$ cat src/rtl/digital_clock_timebase.sv
// Timebase strobes for the digital clock: scan, second, minute and hour enables plus a 1 Hz square wave.
// Optional macro TIMEBASE_FAST_EN adds the `fast` port that switches the second divisor to FAST_DIV.
module digital_clock_timebase #(
  parameter int unsigned CLK_HZ  = 100_000_000,
  parameter int unsigned SCAN_HZ = 5000,
  parameter int unsigned FAST_HZ = 1000
) (
  input  logic       fpga_clk,
  input  logic       rst,
  input  logic       run,
  input  logic       resync,
`ifdef TIMEBASE_FAST_EN
  input  logic       fast,
`endif
  output logic       scan_tick,
  output logic       sec_tick,
  output logic       min_tick,
  output logic       hour_tick,
  output logic       sec_clk,
  output logic [5:0] sec_cnt,
  output logic [5:0] min_cnt
);

  localparam int unsigned SEC_DIV  = CLK_HZ;
  localparam int unsigned SCAN_DIV = CLK_HZ / SCAN_HZ;
  localparam int unsigned PW       = $clog2(CLK_HZ);
  localparam int unsigned SW       = $clog2(SCAN_DIV);

  logic [PW-1:0] presc, presc_nx;
  logic [SW-1:0] scan_q, scan_nx;
  logic [31:0]   div;
  logic [5:0]    sec_nx, min_nx;
  logic          scan_tick_nx, sec_evt, min_evt, hour_evt, sec_clk_nx;

`ifdef TIMEBASE_FAST_EN
  localparam int unsigned FAST_DIV = CLK_HZ / FAST_HZ;
  assign div = fast ? FAST_DIV : SEC_DIV;
`else
  assign div = SEC_DIV;
  // FAST_HZ has no effect in this build
  if (FAST_HZ == 0) begin : g_fast_hz_ignored
  end
`endif

  // Free-running scan divider
  always_comb begin
    scan_tick_nx = (scan_q == SW'(SCAN_DIV - 1));
    scan_nx      = scan_tick_nx ? '0 : scan_q + SW'(1);
  end

  // Second prescaler and seconds/minutes counts
  always_comb begin
    presc_nx   = presc;
    sec_nx     = sec_cnt;
    min_nx     = min_cnt;
    sec_evt    = 1'b0;
    min_evt    = 1'b0;
    hour_evt   = 1'b0;
    sec_clk_nx = sec_clk;
    if (resync) begin
      presc_nx   = '0;
      sec_nx     = '0;
      min_nx     = '0;
      sec_clk_nx = 1'b1;
    end else if (run) begin
      // >= keeps a shortened divisor from overrunning the terminal
      if (32'(presc) >= div - 32'd1) begin
        presc_nx = '0;
        sec_evt  = 1'b1;
        if (sec_cnt == 6'd59) begin
          sec_nx  = '0;
          min_evt = 1'b1;
          if (min_cnt == 6'd59) begin
            min_nx   = '0;
            hour_evt = 1'b1;
          end else begin
            min_nx = min_cnt + 6'd1;
          end
        end else begin
          sec_nx = sec_cnt + 6'd1;
        end
      end else begin
        presc_nx = presc + PW'(1);
      end
      sec_clk_nx = ((32'(presc_nx) << 1) < div);
    end
  end

  always_ff @(posedge fpga_clk) begin
    if (rst) begin
      presc     <= '0;
      scan_q    <= '0;
      sec_cnt   <= '0;
      min_cnt   <= '0;
      scan_tick <= 1'b0;
      sec_tick  <= 1'b0;
      min_tick  <= 1'b0;
      hour_tick <= 1'b0;
      sec_clk   <= 1'b1;
    end else begin
      presc     <= presc_nx;
      scan_q    <= scan_nx;
      sec_cnt   <= sec_nx;
      min_cnt   <= min_nx;
      scan_tick <= scan_tick_nx;
      sec_tick  <= sec_evt;
      min_tick  <= min_evt;
      hour_tick <= hour_evt;
      sec_clk   <= sec_clk_nx;
    end
  end

endmodule

$ cat config.mk
export PLATFORM = sky130hd
export DESIGN_NAME = digital_clock_timebase
export DESIGN_NICKNAME = d
export VERILOG_FILES = /design/src/rtl/digital_clock_timebase.sv
export SDC_FILE = /design/constraint.sdc
export NUM_CORES = 1
export LEC_CHECK = 0
export CORE_MARGIN = 3
export CORE_UTILIZATION = 55
export CTS_CLUSTER_SIZE = 14
export DETAILED_ROUTE_END_ITERATION = 8
export PLACE_DENSITY = 0.85
export RECOVER_POWER = 25
export SLEW_MARGIN = 40
export SYNTH_ARGS = -nofsm -noshare
export SYNTH_HDL_FRONTEND = slang
export SYNTH_SLANG_ARGS = --single-unit
export TNS_END_PERCENT = 50
$ cat constraint.sdc
create_clock -name fpga_clk -period 2.3 [get_ports fpga_clk]
set_input_delay 0.23 -clock fpga_clk [delete_from_list [all_inputs] [get_ports fpga_clk]]
set_output_delay 0.23 -clock fpga_clk [all_outputs]
set_load 0.05 [all_outputs]
==> results.py <==
metrics = {
    "setup_path": {
        "rrSetupSlack_ns": 0.11,
        "critPathArrivalTime_ns": 2.43,
        "timing.rr.start": "presc[9]$_SDFFE_PP0P_",
        "start_kind": "flip-flop",
        "critPathRequiredTime_ns": 2.53,
        "worstSetupPathType": "reg -> reg",
        "r2r_end": "sec_clk$_SDFFE_PP1P_",
        "crit_path_end_kind": "flip-flop",
        "crit_fanout": 8,
        "rr_worst_depth": 7,
    },
    "logic_synthesis": {
        "yosysMostFrequentCell": "nor2_1",
        "synthesis.nets": 389,
        "ys_seq_area_share_pct": 37.9,
        "synth_area_sq_mm": 0.00312,
        "async_reset_ff_share_pct": 0,
        "synth_cell_types": 54,
        "syn_avg_cell_area_sq_um": 8.18,
        "yosysWarnings": 0,
        "synthFlopType": "dfxtp_1",
        "synth.top_cells.by_count": "61 x nor2_1, 59 x dfxtp_1, 27 x xor2_1, 26 x nand2_1, 23 x nand3_1",
        "synth.top_cell.area_share_pct": 37.9,
        "synth-seq-cells": 59,
        "synth_largest_area_cell": "dfxtp_1",
        "netlist_instances": 381,
        "synth_edf_count": 0,
        "synthTopCellsByArea": "dfxtp_1 38%, xor2_1 7.6%, nor2_1 7.3%",
    },
    "grt": {
        "first_global_vias": 2685,
        "grt_overflow": 0,
        "antenna_found_initial": 0,
        "grt.total_usage_pct": 24.1,
        "grt_pass1_wl_mm": 12.3,
        "grt_max_degree": 22,
    },
    "cts": {
        "clock_path_buffers": 2,
        "postCtsSetupBuffers": 0,
        "cts_max_level": 3,
        "clock_sinks": 59,
        "cts_resized": 0,
        "cts_hold_buffers": 0,
        "tritoncts": "built",
        "cts_inserted_buffers": 9,
        "clkLatencyLatePin_ns": 0.36,
        "clkTransAtPathRegs_ns": 0.07,
        "clock-root-buffer": "clkbuf_8",
    },
    "die": {
        "die_w_um": 81.3,
        "fp.dieArea_sq_mm": 0.00660,
        "fp-row-count": 26,
        "core_region_area_sq_mm": 0.00530,
        "dieHeight_um": 81.3,
        "initial_core_util_pct": 58.8,
        "io_pins": 21,
    },
    "timing": {
        "skew_ns": 0.00689,
        "setup_violations": 0,
        "hold_viol": 0,
        "final.setup.worst_slack_ns": 0.107,
        "relSlewSlack_pct": 65.8,
        "fin_crit_sh_pct": 95.4,
        "maxSlewViolCount": 0,
        "period_minus_slack_ns": 2.19,
        "rsz0062_at_grt": "true",
        "tightest_slew_ns": 0.511,
        "fmax_mhz": 456,
    },
    "final_layout": {
        "antenna_cells": 0,
        "area_growth_pct": 16.6,
        "fill_cells": 393,
        "drive_above_1_share_pct": 12.1,
        "utilization_pct": 68.5,
        "multi_input_area_sq_mm": 0.00181,
        "nets": 417,
        "regArea_sq_mm": 0.00118,
    },
    "drt": {
        "detail-route-antenna-nets": 0,
        "wl_per_cell_um": 14.8,
        "drt_iter0_markers": 317,
        "vias": 2905,
        "wirelength_mm": 7.17,
        "drc": 0,
        "routed_via_density": 6.00,
        "first_pass_iters": 5,
    },
    "job": {
        "drv_cap": 0,
    },
    "hold_path": {
        "hold_end": "scan_q[0]$_SDFF_PP0_",
        "hold_start": "scan_q[0]$_SDFF_PP0_",
        "hp-class": "reg -> reg",
        "min_path_cells": 1,
    },
    "power_and_ir_drop": {
        "vdd_ir_drop_max_uv": 424,
        "power_density_mw_per_mm2": 539,
        "p_leak_nw": 1.27,
        "total_power_mw": 1.96,
    },
    "placed_design": {
        "dp_slack_ns": 0.112,
        "hpwl_mm": 4.87,
        "gp_congestion": 0.917,
        "numPortBuffers": 20,
    },
    "run_status": {
        "status": "complete, no violations",
    },
}
==> worst max-delay path by stage <==
stage                           start                      end  slack, ns  cells past startpoint
6_report        presc[9]$_SDFFE_PP0P_     sec_clk$_SDFFE_PP1P_       0.11                      7
5_1_grt         presc[0]$_SDFFE_PP0P_     sec_clk$_SDFFE_PP1P_      -0.05                      8
4_1_cts        presc[13]$_SDFFE_PP0P_     sec_clk$_SDFFE_PP1P_       0.11                      8
3_5_place_dp    presc[0]$_SDFFE_PP0P_  min_cnt[5]$_SDFFE_PP0P_       0.11                      8
3_3_place_gp   presc[13]$_SDFFE_PP0P_     sec_clk$_SDFFE_PP1P_       0.15                      8
2_1_floorplan   presc[0]$_SDFFE_PP0P_   presc[21]$_SDFFE_PP0P_       0.14                     10
==> layer usage <==
layer / up-vias / share of wire [%] / global-route usage (%)
li1: 1399 / - / -
met1: 1366 / 44 / 30.8
met2: 121 / 46 / 37.9
met3: 19 / 6.9 / 6.21
met4: 0 / 2.4 / 10.8
met5: - / 0 / 0
==> layout by cell type (no fill, tap or decap), types with 3 or more instances in the layout <==
master           netlist  routed
a211oi_1               3       3
a21oi_1               21      21
and2_1                 3       3
and3_1                 7       7
buf_4                  0      20
clkbuf_8               0      10
clkdlybuf4s50_1        0      15
clkinvlp_4             0       3
dfxtp_1               59      58
dlygate4sd3_1          0       5
ha_1                   4       4
inv_1                  7       7
nand2_1               26      26
nand3_1               23      23
nand4_1               13      13
nor2_1                61      61
nor3_1                12      12
nor3_2                 3       3
nor3b_1                4       4
nor4_1                 6       5
nor4b_1                3       3
o21ai_0               20      19
or3_1                  4       4
xnor2_1               10      10
xor2_1                27      27
==> report_power, final <==
part	internal (mW)	switching [mW]	total, mW
registers	1.03	0.00736	1.04
clock network	0.416	0.440	0.857
logic	0.0234	0.0435	0.0669
total	1.47	0.491	1.96
==> registers in the layout (all words and copies together), names as in the netlist, 6 cells and up <==
register  cells
presc        27
scan_q       15
min_cnt       6
sec_cnt       6
==> worst max-delay path: stages (launching register included) <==
cell and delay, ns:
dfxtp_1 0.51, nand4_4 0.25, nor4_4 0.43, a32o_1 0.25, a22oi_1 0.09, a211o_1 0.29, a211oi_1 0.17, o21ai_1 0.10
==> metrics by stage <==
step	instances	TNS (ns)	area, sq um	hold slack [ns]
after global routing	484	-0.0473	3630	0.512
final	484	0	3630	0.465
after global placement	468	0	3440	0.445
after detailed placement	468	0	3440	0.452
after floorplan	381	0	3120	0.302
after CTS	484	0	3610	0.469
==> cells by family (layout without fill, tap and decap cells) <==
| family | Yosys count | after routing | synth area share [%] |
|---|---|---|---|
| flops | 59 | 59 | 37.9 |
| buf+inv | 30 | 63 | 4.62 |
| simple gates | 187 | 187 | 32.8 |
| mux | 2 | 2 | 0.643 |
| compound gates | 62 | 62 | 12.0 |
| fa+ha+maj | 4 | 4 | 1.61 |
| xor+xnor | 37 | 37 | 10.4 |
==> area by class of cell <==
type                       count  area share (%)
clock inverter                 6            1.14
clock buffer                  10            3.79
tap                           70            2.41
multi-input combinational    292            49.7
inverter                       7           0.723
timing repair buffer          40            9.65
sequential                    59            32.6
Note: power is estimated with default switching activity, not from simulation.
